==> src/rtl/led_scan_driver.sv <==
// led_scan_driver: scans a snapshotted 8x8 red/green frame onto the LED
// matrix one line at a time. Each line gets BLANK dark cycles to suppress
// ghosting, then DWELL lit cycles. The frame is captured once per frame,
// at the start of line 0, so a scan never mixes two frames.
module led_scan_driver #(
    parameter int DWELL = 1024,
    parameter int BLANK = 16
) (
    input  logic            clk,
    input  logic            reset,
    input  logic            enable,
    input  logic [7:0][7:0] red_array,
    input  logic [7:0][7:0] green_array,
    output logic [7:0]      line_sel,
    output logic [7:0]      red_drive,
    output logic [7:0]      green_drive,
    output logic            frame_start
);

    localparam int MAX_PHASE = (DWELL > BLANK) ? DWELL : BLANK;
    localparam int CNT_W     = $clog2(MAX_PHASE) + 1;

    localparam logic [CNT_W-1:0] BLANK_LAST = CNT_W'(BLANK - 1);
    localparam logic [CNT_W-1:0] DWELL_LAST = CNT_W'(DWELL - 1);
    localparam logic [CNT_W-1:0] CNT_ONE    = CNT_W'(1);

    typedef enum logic [1:0] {
        ST_IDLE  = 2'd0,
        ST_BLANK = 2'd1,
        ST_SHOW  = 2'd2
    } state_e;

    state_e          state_q, state_d;
    logic [2:0]      s_q, s_d;
    logic [CNT_W-1:0] cnt_q, cnt_d;
    logic [7:0][7:0] snap_red_q, snap_red_d;
    logic [7:0][7:0] snap_green_q, snap_green_d;
    logic [7:0]      line_sel_q, line_sel_d;
    logic [7:0]      red_drive_q, red_drive_d;
    logic [7:0]      green_drive_q, green_drive_d;
    logic            frame_start_q, frame_start_d;

    // Next-state logic: phase counting, line advance and frame snapshot.
    always_comb begin
        state_d       = state_q;
        s_d           = s_q;
        cnt_d         = cnt_q;
        snap_red_d    = snap_red_q;
        snap_green_d  = snap_green_q;
        frame_start_d = 1'b0;

        if (!enable) begin
            // Dropping enable always wins, including over a frame wrap.
            state_d = ST_IDLE;
            s_d     = 3'd0;
            cnt_d   = '0;
        end else begin
            case (state_q)
                ST_IDLE: begin
                    state_d       = ST_BLANK;
                    s_d           = 3'd0;
                    cnt_d         = '0;
                    snap_red_d    = red_array;
                    snap_green_d  = green_array;
                    frame_start_d = 1'b1;
                end
                ST_BLANK: begin
                    if (cnt_q == BLANK_LAST) begin
                        state_d = ST_SHOW;
                        cnt_d   = '0;
                    end else begin
                        cnt_d = cnt_q + CNT_ONE;
                    end
                end
                ST_SHOW: begin
                    if (cnt_q == DWELL_LAST) begin
                        state_d = ST_BLANK;
                        cnt_d   = '0;
                        s_d     = s_q + 3'd1;
                        if (s_q == 3'd7) begin
                            // Last line done: fresh frame starts here.
                            snap_red_d    = red_array;
                            snap_green_d  = green_array;
                            frame_start_d = 1'b1;
                        end else begin
                            frame_start_d = 1'b0;
                        end
                    end else begin
                        cnt_d = cnt_q + CNT_ONE;
                    end
                end
                default: begin
                    state_d = ST_IDLE;
                    s_d     = 3'd0;
                    cnt_d   = '0;
                end
            endcase
        end
    end

    // Output decode from the next state so the registered drives line up
    // with the state they belong to.
    always_comb begin
        line_sel_d    = 8'd0;
        red_drive_d   = 8'd0;
        green_drive_d = 8'd0;
        if (state_d == ST_SHOW) begin
            line_sel_d    = 8'd1 << s_d;
            red_drive_d   = snap_red_d[s_d];
            green_drive_d = snap_green_d[s_d];
        end else begin
            line_sel_d    = 8'd0;
            red_drive_d   = 8'd0;
            green_drive_d = 8'd0;
        end
    end

    // State, snapshot and output registers with synchronous reset.
    always_ff @(posedge clk) begin
        if (reset) begin
            state_q       <= ST_IDLE;
            s_q           <= 3'd0;
            cnt_q         <= '0;
            snap_red_q    <= '0;
            snap_green_q  <= '0;
            line_sel_q    <= 8'd0;
            red_drive_q   <= 8'd0;
            green_drive_q <= 8'd0;
            frame_start_q <= 1'b0;
        end else begin
            state_q       <= state_d;
            s_q           <= s_d;
            cnt_q         <= cnt_d;
            snap_red_q    <= snap_red_d;
            snap_green_q  <= snap_green_d;
            line_sel_q    <= line_sel_d;
            red_drive_q   <= red_drive_d;
            green_drive_q <= green_drive_d;
            frame_start_q <= frame_start_d;
        end
    end

    assign line_sel    = line_sel_q;
    assign red_drive   = red_drive_q;
    assign green_drive = green_drive_q;
    assign frame_start = frame_start_q;

endmodule

==> config.mk <==
export PLATFORM = sky130hd
export DESIGN_NAME = led_scan_driver
export DESIGN_NICKNAME = d
export VERILOG_FILES = /design/src/rtl/led_scan_driver.sv
export SDC_FILE = /design/constraint.sdc
export NUM_CORES = 1
export LEC_CHECK = 0
export ABC_AREA = 1
export CELL_PAD_IN_SITES_DETAIL_PLACEMENT = 1
export CELL_PAD_IN_SITES_GLOBAL_PLACEMENT = 2
export CORE_MARGIN = 1
export CORE_UTILIZATION = 30
export CTS_BUF_LIST = sky130_fd_sc_hd__clkbuf_4
export CTS_CLUSTER_DIAMETER = 40
export DETAILED_ROUTE_END_ITERATION = 10
export PLACE_DENSITY_LB_ADDON = 0.3
export SLEW_MARGIN = 15
export SYNTH_ARGS = -nofsm -noshare
export SYNTH_HDL_FRONTEND = slang
export SYNTH_SLANG_ARGS = --single-unit
==> constraint.sdc <==
create_clock -name clk -period 3 [get_ports clk]
set_input_delay 0.3 -clock clk [delete_from_list [all_inputs] [get_ports clk]]
set_output_delay 0.3 -clock clk [all_outputs]
set_load 0.05 [all_outputs]
==> out/results.ini <==
[finish]
drive_gt1_share_pct=7.00
finalInstanceArea_um2=12800
nFillCells=4561
regArea_um2=3380
layout.nets=1983
fin_util_pct=36.8
area_delta_synth_final_pct=19.6
multi_input_area_um2=5910

[worst_setup_path]
critPathSlowestCell=dfxtp_1
endpoint_kind=register
cp.required_ps=3540
critPathMaxFanout=58
worst-setup-path-type=register to register
slowest_delay_ps=420
worstPathCellList=inv_1 > ha_1 > inv_1 > a21oi_1 > inv_4 > buf_12 > nand2_1 > o21ai_0 > clkinv_1 > nand2_1 > nand2_1 > nand2_1 > nand2_1 > nand2_1 > nand2_1 > nand2_1
arrival_ps=3220
cpMostUsedCell=nand2_1
critPathLaunchType=register

[synthesis]
synth-async-reset-ratio_pct=0
avgSynthCellArea_um2=6.07
synthFlopType=dfxtp_1
synth-seq-cells=169
syn_nets=1903
yosysTopAreaCellShare_pct=31.6
synth_cell_types=37
yosysMostFrequentCell=nand2_1
synth_area_um2=10700
ys_seq_area_share_pct=31.6
synth_common_cells=nand2_1 (801), dfxtp_1 (169), inv_1 (150)
synth_edf_count=0
synth_top_area_cell=dfxtp_1
netlist_instances=1765
ys_top_cells_by_area=dfxtp_1 (32%), nand2_1 (28%), a21oi_1 (6.2%), inv_1 (5.3%), nand3_1 (4.7%)
yosysWarnings=0

[clock_network]
cts_tree=built
ctsHtreeMaxLevel=4
clk_latency_ps=600
ctsResizeCount=0
cts-root-buf=clkbuf_4
cts_sinks=169
cts.reportedPaths.clkPinSlew_ps=190
cts_buffers=17
cts_hold_buf=0
clockBufferDepth=2
postCtsSetupBuffers=0

[detailed_routing]
drt_iter0_markers=495
num_vias=11300
drc_errors=0
vias_per_cell=4.88
ant_nets=0
drt_wl_total_um=40000
first_pass_iters=5
routedWlPerCell_um=17.3

[timing]
slew_viol_final=0
finalSetupViolCount=0
hold-worst-slack_ps=118
relSlewSlack_pct=39.6
grt_setup_unrepaired=no
worstMarginPinSlew_ps=907
clock-skew-final_ps=33.2
post-route-period-util_pct=89.1
layout_min_cycle_time_ps=2670
setup-tns-final_ps=0
max_freq_mhz=374
hold_viol_final=0

[job]
cap_viol_max_count=0

[die]
num_io_pins=156
die-area_um2=36500
rows=68
die_h_um=191
initial_core_util_pct=30.8
core_area_um2=34800
die_w_um=191

[grt]
antenna_found_initial=1
grt_max_degree=121
grt_pass1_vias=11300
grt_pass1_wl_um=62600
overflow=0
grt_usage_pct=22.2

[power_and_ir_drop]
ir_drop_mv=0.243
cellLeakagePower_nw=6.24
powerDensity_nw_per_um2=365
total_power_mw=4.67

[worst_hold_path]
hp-class=input port to register

[placement]
dpl_cell_area_um2=12500
gp_congestion=0.782
place_hpwl_um=27600
portBuffers=155

[run_status]
status=finished clean

-- sequential cells by signal, summed over array words and instances (netlist names) --
name and count:
green_drive 8, line_sel 8, frame_start 1, state_q 2, s_q 3, cnt_q 11, snap_green_q 64, red_drive 8
snap_red_q 64
-- critical path, delay by kind of cell (launching register included) --
kind	cells	cell delay, ps
AOI/OAI and AO/OA	2	260
adders and majority gates	1	230
buffers and inverters	5	1050
DFF	1	420
and+or+nand+nor	8	640
-- power breakdown --
group	leakage, nW	switching, mW	internal, mW
sequential	1.38	0.0476	2.34
clock	0.135	1.00	0.363
combinational	4.72	0.548	0.365
total	6.24	1.60	3.07
-- cells by family after synthesis --
family	after synthesis	share of synthesized area, %
and+or+nand+nor	1064	44.8
AOI/OAI and AO/OA	192	9.07
DFF	169	31.6
buffers and inverters	330	13.5
xor gates and xnor gates	3	0.245
adders and majority gates	7	0.818
-- metrics by stage --
step | worst slack (ps) | instances
after floorplan | 992 | 1765
after global placement | 436 | 2281
after detailed placement | 361 | 2281
after CTS | 304 | 2313
after global routing | 69.9 | 2314
final | 326 | 2314
-- placed cells by master, fill, tap and decap left out, types with 4 or more instances in the layout --
cell type        instances
nand2_1                800
dfxtp_1                169
clkdlybuf4s50_1        153
inv_1                  150
a21oi_1                132
nand3_1                100
o21ai_0                 56
clkinv_1                53
nand4_1                 53
nand4_2                 40
nor2_1                  26
buf_4                   19
clkbuf_4                17
nand3b_1                16
buf_12                  11
nand2_2                  6
ha_1                     6
nor2_4                   5
inv_6                    5
inv_2                    4
inv_8                    4
-- metal layers --
layer	vias up	global-route usage, %	wire, um
li1	5686	-	-
met3	17	2.53	1190
met5	-	0	0
met1	5401	31.2	19700
met2	177	36.6	18800
met4	0	3.85	358
-- cell type report --
type,count,area share (%)
clock inverter,15,1.04
antenna,1,0.0195
tap,455,4.45
inverter,207,6.09
multi-input combinational,1266,46.1
sequential,169,26.4
timing repair buffer,184,14.9
clock buffer,17,0.997
-- worst paths after layout --
check | start | endpoint | slack (ps) | cells after the start
setup / recovery | state_q[0] | green_drive[3] | 330 | 16
hold / removal | reset | snap_green_q[19] | 120 | 2
setup reg to reg | state_q[0] | green_drive[3] | 330 | 16
hold reg to reg | cnt_q[0] | cnt_q[0] | 470 | 1
Power figures use the tool's default switching activity.
